[config.mk]
export PLATFORM = sky130hd
export DESIGN_NAME = cnn_conv_sequencer
export DESIGN_NICKNAME = d
export VERILOG_FILES = /design/src/rtl/cnn_seq_pkg.sv /design/src/rtl/cnn_mac_unit.sv /design/src/rtl/cnn_conv_sequencer.sv
export SDC_FILE = /design/constraint.sdc
export NUM_CORES = 1
export LEC_CHECK = 0
export ABC_AREA = 1
export BUFFER_PORTS_ARGS = -buffer_cell sky130_fd_sc_hd__buf_2
export CAP_MARGIN = 20
export CORE_AREA = 3 3 189 191
export CTS_CLUSTER_DIAMETER = 120
export DETAILED_ROUTE_END_ITERATION = 16
export DIE_AREA = 0 0 192 194
export PLACE_DENSITY = 0.8
export SLEW_MARGIN = 20
export SYNTH_ARGS = -nofsm -noshare
export SYNTH_HDL_FRONTEND = slang
export SYNTH_HIERARCHICAL = 1
export SYNTH_SLANG_ARGS = --single-unit
[constraint.sdc]
create_clock -name clk_i -period 17.35 [get_ports clk_i]
set_clock_uncertainty 0.1 [all_clocks]
set_input_delay 2.6025 -clock clk_i [delete_from_list [all_inputs] [get_ports clk_i]]
set_output_delay 2.6025 -clock clk_i [all_outputs]
set_load 0.02 [all_outputs]
[src/rtl/cnn_seq_pkg.sv]
// Shared types and helpers for the 3x3 conv sequencer.
// CNN_SEQ_RELU_EN: clamp() becomes ReLU + unsigned saturation.
package cnn_seq_pkg;

  typedef enum logic [2:0] {
    IDLE,
    RD,
    DRAIN,
    WR,
    DONE,
    ERR
  } state_t;

  localparam int KTAPS = 9;

  function automatic int acc_w(input int dw);
    return 2 * dw + 4;
  endfunction

  function automatic logic [31:0] clamp(
    input logic signed [63:0] v,
    input int                 dw
  );
    logic signed [63:0] lo;
    logic signed [63:0] hi;
    logic signed [63:0] r;
`ifdef CNN_SEQ_RELU_EN
    lo = 64'sd0;
    hi = (64'sd1 <<< dw) - 64'sd1;
`else
    lo = -(64'sd1 <<< (dw - 1));
    hi = (64'sd1 <<< (dw - 1)) - 64'sd1;
`endif
    if (v < lo) r = lo;
    else if (v > hi) r = hi;
    else r = v;
    return 32'(r);
  endfunction

endpackage

[src/rtl/cnn_mac_unit.sv]
// Signed MAC: clr/acc of pixel*weight, then shift + clamp.
// Ports: clk_i, rst_i, clr_i, acc_en_i, pix_i, wgt_i, shift_i -> res_o.
module cnn_mac_unit
  import cnn_seq_pkg::*;
#(
  parameter int DATA_WIDTH = 8
) (
  input  logic                  clk_i,
  input  logic                  rst_i,
  input  logic                  clr_i,
  input  logic                  acc_en_i,
  input  logic [DATA_WIDTH-1:0] pix_i,
  input  logic [DATA_WIDTH-1:0] wgt_i,
  input  logic [3:0]            shift_i,
  output logic [DATA_WIDTH-1:0] res_o
);
  localparam int AW = acc_w(DATA_WIDTH);
  localparam int PW = 2 * DATA_WIDTH + 1;

  logic signed [AW-1:0] r_acc;
  logic signed [PW-1:0] w_px;
  logic signed [PW-1:0] w_wx;
  logic signed [PW-1:0] w_prod;
  logic signed [AW-1:0] w_prod_x;
  logic signed [AW-1:0] w_shr;
  logic signed [63:0]   w_sx;

  // pixel is unsigned, weight signed
  assign w_px = {{(PW-DATA_WIDTH){1'b0}}, pix_i};
  assign w_wx = {{(PW-DATA_WIDTH){wgt_i[DATA_WIDTH-1]}}, wgt_i};
  assign w_prod = w_px * w_wx;
  assign w_prod_x = {{(AW-PW){w_prod[PW-1]}}, w_prod};
  assign w_shr = r_acc >>> shift_i;
  assign w_sx = {{(64-AW){w_shr[AW-1]}}, w_shr};
  assign res_o = DATA_WIDTH'(clamp(w_sx, DATA_WIDTH));

  always_ff @(posedge clk_i) begin
    if (rst_i || clr_i) r_acc <= '0;
    else if (acc_en_i) r_acc <= r_acc + w_prod_x;
  end

endmodule

[src/rtl/cnn_conv_sequencer.sv]
// 3x3 valid-conv sequencer: config capture, tap reads, MAC, write-back.
// Ports: start/config in, busy/done/err out, req/gnt memory port.
module cnn_conv_sequencer
  import cnn_seq_pkg::*;
#(
  parameter int DATA_WIDTH = 8,
  parameter int ADDR_WIDTH = 32,
  parameter int DIM_WIDTH  = 8
) (
  input  logic                    clk_i,
  input  logic                    rst_i,
  input  logic                    start_i,
  input  logic [ADDR_WIDTH-1:0]   in_base_i,
  input  logic [ADDR_WIDTH-1:0]   out_base_i,
  input  logic [DIM_WIDTH-1:0]    img_w_i,
  input  logic [DIM_WIDTH-1:0]    img_h_i,
  input  logic [9*DATA_WIDTH-1:0] kernel_i,
  input  logic [3:0]              shift_i,
  output logic                    busy_o,
  output logic                    done_o,
  output logic                    err_o,
  output logic [ADDR_WIDTH-1:0]   mem_addr_o,
  output logic                    mem_rd_en_o,
  output logic                    mem_wr_en_o,
  output logic [DATA_WIDTH-1:0]   mem_wdata_o,
  input  logic                    mem_gnt_i,
  input  logic [DATA_WIDTH-1:0]   mem_rdata_i
);
  localparam int KW = KTAPS * DATA_WIDTH;

  state_t r_state;
  state_t w_next;

  logic [ADDR_WIDTH-1:0] r_in_base;
  logic [ADDR_WIDTH-1:0] r_out_base;
  logic [DIM_WIDTH-1:0]  r_w;
  logic [DIM_WIDTH-1:0]  r_h;
  logic [DIM_WIDTH-1:0]  r_row;
  logic [DIM_WIDTH-1:0]  r_col;
  logic [KW-1:0]         r_kernel;
  logic [3:0]            r_shift;
  logic [3:0]            r_tap;
  logic [3:0]            r_ptap;
  logic [1:0]            r_kx;
  logic [1:0]            r_ky;
  logic                  r_pend;

  logic                  w_start;
  logic                  w_legal;
  logic                  w_rd_gnt;
  logic                  w_wr_gnt;
  logic                  w_last_tap;
  logic                  w_last_col;
  logic                  w_last_row;
  logic [DIM_WIDTH-1:0]  w_ry;
  logic [DIM_WIDTH-1:0]  w_cx;
  logic [DIM_WIDTH-1:0]  w_ow;
  logic [ADDR_WIDTH-1:0] w_rd_addr;
  logic [ADDR_WIDTH-1:0] w_wr_addr;
  logic [DATA_WIDTH-1:0] w_wgt;
  logic [DATA_WIDTH-1:0] w_res;

  assign w_start = (r_state == IDLE) && start_i;
  assign w_legal = (img_w_i >= DIM_WIDTH'(3))
                && (img_h_i >= DIM_WIDTH'(3));
  assign w_rd_gnt = (r_state == RD) && mem_gnt_i;
  assign w_wr_gnt = (r_state == WR) && mem_gnt_i;
  assign w_last_tap = r_tap == 4'(KTAPS - 1);
  assign w_last_col = r_col == r_w - DIM_WIDTH'(3);
  assign w_last_row = r_row == r_h - DIM_WIDTH'(3);

  assign w_ry = r_row + DIM_WIDTH'(r_ky);
  assign w_cx = r_col + DIM_WIDTH'(r_kx);
  assign w_ow = r_w - DIM_WIDTH'(2);
  assign w_rd_addr = r_in_base
    + ADDR_WIDTH'(w_ry) * ADDR_WIDTH'(r_w)
    + ADDR_WIDTH'(w_cx);
  assign w_wr_addr = r_out_base
    + ADDR_WIDTH'(r_row) * ADDR_WIDTH'(w_ow)
    + ADDR_WIDTH'(r_col);

  // weight of the read granted last cycle
  assign w_wgt = r_kernel[int'(r_ptap) * DATA_WIDTH +: DATA_WIDTH];

  always_ff @(posedge clk_i) begin
    if (rst_i) r_state <= IDLE;
    else r_state <= w_next;
  end

  always_comb begin
    w_next = r_state;
    unique case (r_state)
      IDLE:  if (start_i) w_next = w_legal ? RD : ERR;
      RD:    if (mem_gnt_i && w_last_tap) w_next = DRAIN;
      DRAIN: w_next = WR;
      WR:    if (mem_gnt_i)
               w_next = (w_last_col && w_last_row) ? DONE : RD;
      DONE:  w_next = IDLE;
      ERR:   w_next = IDLE;
      default: w_next = IDLE;
    endcase
  end

  always_comb begin
    busy_o      = 1'b1;
    done_o      = 1'b0;
    err_o       = 1'b0;
    mem_rd_en_o = 1'b0;
    mem_wr_en_o = 1'b0;
    mem_addr_o  = '0;
    mem_wdata_o = '0;
    unique case (r_state)
      IDLE: busy_o = 1'b0;
      RD: begin
        mem_rd_en_o = 1'b1;
        mem_addr_o  = w_rd_addr;
      end
      WR: begin
        mem_wr_en_o = 1'b1;
        mem_addr_o  = w_wr_addr;
        mem_wdata_o = w_res;
      end
      DONE: done_o = 1'b1;
      ERR: begin
        done_o = 1'b1;
        err_o  = 1'b1;
      end
      default: ;
    endcase
  end

  always_ff @(posedge clk_i) begin
    if (rst_i) begin
      r_in_base  <= '0;
      r_out_base <= '0;
      r_w        <= '0;
      r_h        <= '0;
      r_kernel   <= '0;
      r_shift    <= '0;
      r_tap      <= '0;
      r_ptap     <= '0;
      r_kx       <= '0;
      r_ky       <= '0;
      r_row      <= '0;
      r_col      <= '0;
      r_pend     <= 1'b0;
    end else begin
      r_pend <= w_rd_gnt;
      if (w_start) begin
        r_in_base  <= in_base_i;
        r_out_base <= out_base_i;
        r_w        <= img_w_i;
        r_h        <= img_h_i;
        r_kernel   <= kernel_i;
        r_shift    <= shift_i;
        r_tap      <= '0;
        r_kx       <= '0;
        r_ky       <= '0;
        r_row      <= '0;
        r_col      <= '0;
      end
      if (w_rd_gnt) begin
        r_ptap <= r_tap;
        r_tap  <= w_last_tap ? 4'd0 : r_tap + 4'd1;
        if (r_kx == 2'd2) begin
          r_kx <= 2'd0;
          r_ky <= (r_ky == 2'd2) ? 2'd0 : r_ky + 2'd1;
        end else begin
          r_kx <= r_kx + 2'd1;
        end
      end
      if (w_wr_gnt) begin
        if (w_last_col) begin
          r_col <= '0;
          r_row <= r_row + DIM_WIDTH'(1);
        end else begin
          r_col <= r_col + DIM_WIDTH'(1);
        end
      end
    end
  end

  cnn_mac_unit #(
    .DATA_WIDTH(DATA_WIDTH)
  ) u_mac (
    .clk_i    (clk_i),
    .rst_i    (rst_i),
    .clr_i    (w_start || w_wr_gnt),
    .acc_en_i (r_pend),
    .pix_i    (mem_rdata_i),
    .wgt_i    (w_wgt),
    .shift_i  (r_shift),
    .res_o    (w_res)
  );

endmodule

[Word level (Yosys, flattened, before mapping)]
Index checks and enable logic that the tools add are counted.
Storage, ports and cells
  register bits: 208
  input port bits: 168
  logic and storage cells: 96
Cells by class
  add/sub/neg operators: 15
  $mul: 3
  order comparisons: 4
  equal/unequal tests: 13
  shifts and indexed selects: 2
  mux-type cells: 31
  reductions and logical operators: 13
Operators with widths (number)
  $mux W8: 9
  $shiftx A72 B8 Y8: 1
  $add A32 B16 Y32: 2
  $add A32 B8 Y32: 2
  $pmux W32 S2: 1
  $mul A8 B8 Y16: 2
  $sub A8 B2 Y8 const B: 3
  $add A20 B17 Y20: 1
  $gt A20 B8 Y1 const B: 1
  $lt A20 B8 Y1 const B: 1
  $sshr A20 B4 Y20: 1
  $mul A9 B8 Y17: 1
  $add A8 B1 Y8 const B: 2
  $add A8 B2 Y8: 2
  $eq A8 B8 Y1: 2
  $ge A8 B2 Y1 const B: 2
  $mux W3: 5
  $mux W2: 7
  $mux W4: 3
  $pmux W3 S4: 1
  $eq A3 B2 Y1 const B: 2
  $eq A3 B3 Y1 const B: 2
  $logic_and A1 B1 Y1: 6
  $mux W1: 5
  12 further kinds: 17

[Longest topological paths before layout]
  depth after elaboration: 6
  depth in mapped cells: 32
  gate-level depth less buffers: 32

[By module]
The synthesis kept the hierarchy.
By module, submodules not included
  cnn_conv_sequencer: times used 1, cells each 2238, area an instance 15798.9 sq um
  cnn_mac_unit: times used 1, cells each 679, area an instance 4683.2 sq um

[Worst setup path before layout]
No wires, ideal clock.
  path kind: register to output
  start: register r_w[1]
  end: output port mem_addr_o[26]
  arrival time: 5846 ps
  slack: 8801 ps
  stages on the path, launching flop included: 26
  cell sequence: dfxtp_1 > clkbuf_1 > inv_1 > clkbuf_1 > ha_1 > nand3_1 > xor2_1 > inv_1 > nand2_1 > fa_1 > fa_1 > inv_1 > fa_1 > fa_1 > inv_1 > fa_1 > inv_1 > ha_1 > a21o_1 > a21oi_1 > o21ai_0 > nand2_1 > nand3_1 > nand3_1 > nand2_1 > o22ai_1
On the way
  word-level cells in the longest chain between the ends: 5
  elaborated cells on any way between the ends: 8
  those cells by class: 5 x add/sub; 2 x mul; 1 x mux
Ends and longest elaborated chain
  from (decl): RTL line cnn_conv_sequencer.sv:36  | logic [DIM_WIDTH-1:0] r_w;
  from (signal assigned): RTL line cnn_conv_sequencer.sv:152  | r_w <= img_w_i;
  $sub A8 B2 Y8: RTL line cnn_conv_sequencer.sv:74  | assign w_ow = r_w - DIM_WIDTH'(2);
  $mul A8 B8 Y16: RTL line cnn_conv_sequencer.sv:79  | + ADDR_WIDTH'(r_row) * ADDR_WIDTH'(w_ow)
  $add A32 B16 Y32: RTL line cnn_conv_sequencer.sv:79
  $add A32 B8 Y32: RTL line cnn_conv_sequencer.sv:80  | + ADDR_WIDTH'(r_col);
  $pmux W32 S2 *: RTL line cnn_conv_sequencer.sv:112  | unique case (r_state)
  to (decl): RTL line cnn_conv_sequencer.sv:22  | output logic [ADDR_WIDTH-1:0] mem_addr_o,
Mark *: on every way between the ends. The rest lies on a longest branch, timed or not.

[Worst setup path in the final report]
  start: register r_w[1]
  end: output port mem_addr_o[14]
The elaborated chain is that of the path after synthesis.

==> impl_metrics.sql <==
INSERT INTO impl_metrics (metric_group, metric, value, unit) VALUES
('logic_synthesis', 'yosysSeqAreaShare', '0.203', ''),
('logic_synthesis', 'yosys_register_bits', '208', ''),
('global_route', 'grt_max_degree', '98', ''),
('timing', 'finalCriticalPeriod', '10.00', 'ns'),
('finish', 'stdcell_area', '0.0225', 'mm2'),
('drt', 'detail_route.first_pass.iterations', '12', ''),
('placement', 'globalplace.congestion', '0.968', ''),
('global_route', 'wire_length_of_the_first_global_routing_pass', '97.6', 'mm'),
('setup_path', 'critical_path_required', '14.65', 'ns'),
('clocking', 'clock_insertion_delay_worst_skew', '0.58', 'ns'),
('logic_synthesis', 'synthFlopType', 'dfxtp_1', ''),
('drt', 'remaining_drc_errors', '0', ''),
('min_path', 'hold_path_startpoint', 'r_kernel[70]', ''),
('setup_path', 'worst-path-max-fanout', '12', ''),
('setup_path', 'worst-path-buf-inv', '6', ''),
('logic_synthesis', 'async_flop_share', '0', ''),
('setup_path', 'worstReg2RegEnd', 'u_mac/r_acc[14]', ''),
('setup_path', 'critical_path_depth', '22', ''),
('pwr', 'vdd.ir_drop.worst', '0.000112', 'V'),
('setup_path', 'crit_type', 'reg2out', ''),
('drt', 'wl_met2', '29.6', 'mm'),
('pwr', 'p_int', '1330', 'uW'),
('clocking', 'cts-root-to-sink-buffers', '3', ''),
('pwr', 'fin_total_pwr', '2410', 'uW'),
('pwr', 'sw_frac_of_total', '0.447', ''),
('logic_synthesis', 'post-synth-top-area-fraction', '0.203', ''),
('drt', 'met3_length', '3.61', 'mm'),
('min_path', 'hold_path_end', 'r_kernel[70]', ''),
('logic_synthesis', 'synth_area', '0.0205', 'mm2'),
('pwr', 'comb_power_share', '0.509', ''),
('drt', 'post_drt_wl_per_cell', '17.3', 'um'),
('setup_path', 'cpLargestDelayFamily', 'adder cells', ''),
('setup_path', 'timing.critical_path.slowest_stage_cell', 'xnor2_1', ''),
('setup_path', 'r2r_cells', '25', ''),
('setup_path', 'rr_startpoint', 'r_ptap[1]', ''),
('logic_synthesis', 'yosysWarningCount', '6', ''),
('setup_path', 'cp_slowest_stage_delay', '0.74', 'ns'),
('floorplan', 'core-area', '0.0343', 'mm2'),
('clocking', 'cts_max_level', '1', ''),
('logic_synthesis', 'mappedNetlistNets', '3434', ''),
('setup_path', 'regToRegSetupSlack', '9.80', 'ns'),
('finish', 'finalCoreUtilization', '0.657', ''),
('clocking', 'post_cts_setup_repair_buffer_count', '0', ''),
('setup_path', 'critical_path_arrival', '7.30', 'ns'),
('clocking', 'clock_sink_count', '208', ''),
('placement', 'port-buffer-count', '212', ''),
('pwr', 'p_leak', '0.0115', 'uW'),
('floorplan', 'boundaryPins', '213', ''),
('status', 'run_status', 'finished clean', ''),
('pwr', 'clockPowerShare', '0.239', ''),
('logic_synthesis', 'syn_inst', '2917', ''),
('timing', 'final-setup-viol-count', '0', ''),
('drt', 'avgViaCountPerCell', '5.59', ''),
('finish', 'finish.net_count', '3556', ''),
('placement', 'hpwlAfterDp', '47.9', 'mm'),
('drt', 'detailedRoute.firstIterationViolations', '1240', ''),
('logic_synthesis', 'synth_area_leaders', 'dfxtp_1, fa_1, ha_1, nand2_1, inv_1', ''),
('timing', 'finalHoldViolations', '0', ''),
('drt', 'route.vias.total', '19634', ''),
('floorplan', 'starting_density', '0.597', ''),
('drt', 'routed_antenna_nets', '0', ''),
('logic_synthesis', 'synth_top_area_cell', 'dfxtp_1', ''),
('clocking', 'cts.repair.resized', '0', ''),
('timing', 'max_freq', '100', 'MHz'),
('logic_synthesis', 'synth_edf_count', '0', ''),
('floorplan', 'floorplan.die.width', '192', 'um'),
('pwr', 'pwr-share-seq', '0.252', ''),
('finish', 'drive_gt1_frac', '0.112', ''),
('drt', 'postRouteWirelength', '60.9', 'mm'),
('setup_path', 'cp-start-kind', 'register', ''),
('pwr', 'pwrdens', '107', 'mW/mm2');
-- cell usage after synthesis (3+ instances only) --
| master | number |
|---|---|
| a31oi_1 | 8 |
| dfxtp_1 | 208 |
| clkbuf_1 | 75 |
| a21o_1 | 7 |
| o21ai_0 | 231 |
| buf_6 | 5 |
| nand2_1 | 605 |
| o21bai_1 | 7 |
| buf_2 | 31 |
| o21ai_2 | 6 |
| o21a_1 | 3 |
| xnor2_1 | 17 |
| a211oi_1 | 5 |
| buf_1 | 10 |
| nand2_2 | 11 |
| xor2_1 | 34 |
| and2_1 | 7 |
| a21boi_0 | 4 |
| nor2_2 | 5 |
| buf_4 | 6 |
| nor4_1 | 9 |
| nor3_1 | 20 |
| nand4_1 | 20 |
| a21oi_1 | 316 |
| o22ai_1 | 12 |
| nand2_4 | 4 |
| ha_1 | 186 |
| fa_1 | 163 |
| nor2_1 | 200 |
| o21ai_1 | 8 |
| or2_2 | 10 |
| clkinv_1 | 8 |
| inv_2 | 14 |
| inv_1 | 463 |
| a21oi_2 | 3 |
| nand3_1 | 156 |
| nor2_4 | 3 |
| o211ai_1 | 3 |
| nand3_2 | 13 |
-- tightest hold or removal path, delay by kind of cell, from the launching register on --
family          cells  cell delay, ns
flops               1            0.30
buf+inv             1            0.05
compound gates      1            0.05
-- metal layers --
layer / track usage / vias up
met5: 0 / -
met4: 0.117 / 4
met3: 0.0372 / 133
met2: 0.557 / 722
met1: 0.420 / 9225
li1: - / 9550
-- flip-flops by register name, indices dropped and copies added (netlist names) --
register	flops
r_w	8
r_in_base	32
r_ky	2
r_kx	2
r_h	8
r_tap	4
r_state	3
r_shift	4
r_kernel	72
u_mac/r_acc	20
r_row	8
r_out_base	32
r_ptap	4
r_col	8
r_pend	1
-- metrics by stage --
step,setup WS [ns],cells
after global routing,6.98,3513
final,7.35,3513
after floorplan,8.80,2917
after global placement,8.19,3466
after detailed placement,8.04,3466
after CTS,7.38,3513
-- cell type report --
type,instances,area (um2),area share
sequential,208,4160,0.185
clock buffer,36,738,0.0328
multi-input combinational,2093,13900,0.617
timing repair buffer,223,1150,0.0509
tap,455,569,0.0253
inverter,487,1840,0.0815
clock inverter,11,169,0.00750
-- worst max-delay path by stage --
stage / to / from
after CTS: mem_addr_o[14] / r_w[1]
after global placement: mem_addr_o[14] / r_w[1]
after floorplan: mem_addr_o[26] / r_w[1]
after global routing: mem_addr_o[14] / r_w[1]
after detailed placement: mem_addr_o[14] / r_w[1]
final: mem_addr_o[14] / r_w[1]
-- power groups by stage --
| stage | clock network, uW | registers [uW] | logic [uW] |
|---|---|---|---|
| after floorplan | 0 | 584 | 931 |
| final | 576 | 609 | 1230 |
| after CTS | 585 | 606 | 1220 |
| after detailed placement | 0 | 616 | 1210 |
| after global placement | 0 | 614 | 1160 |
| after global routing | 602 | 617 | 1400 |
-- kinds of logic (layout without fill, tap and decap cells) --
logic type	Yosys count	after routing	share of synthesized area
xor+xnor	52	52	0.0226
buf+inv	616	757	0.118
flops	208	208	0.203
compound gates	620	620	0.159
fa+ha+maj	349	349	0.273
simple gates	1072	1072	0.224
No activity file was read; power rests on OpenSTA's default activity.
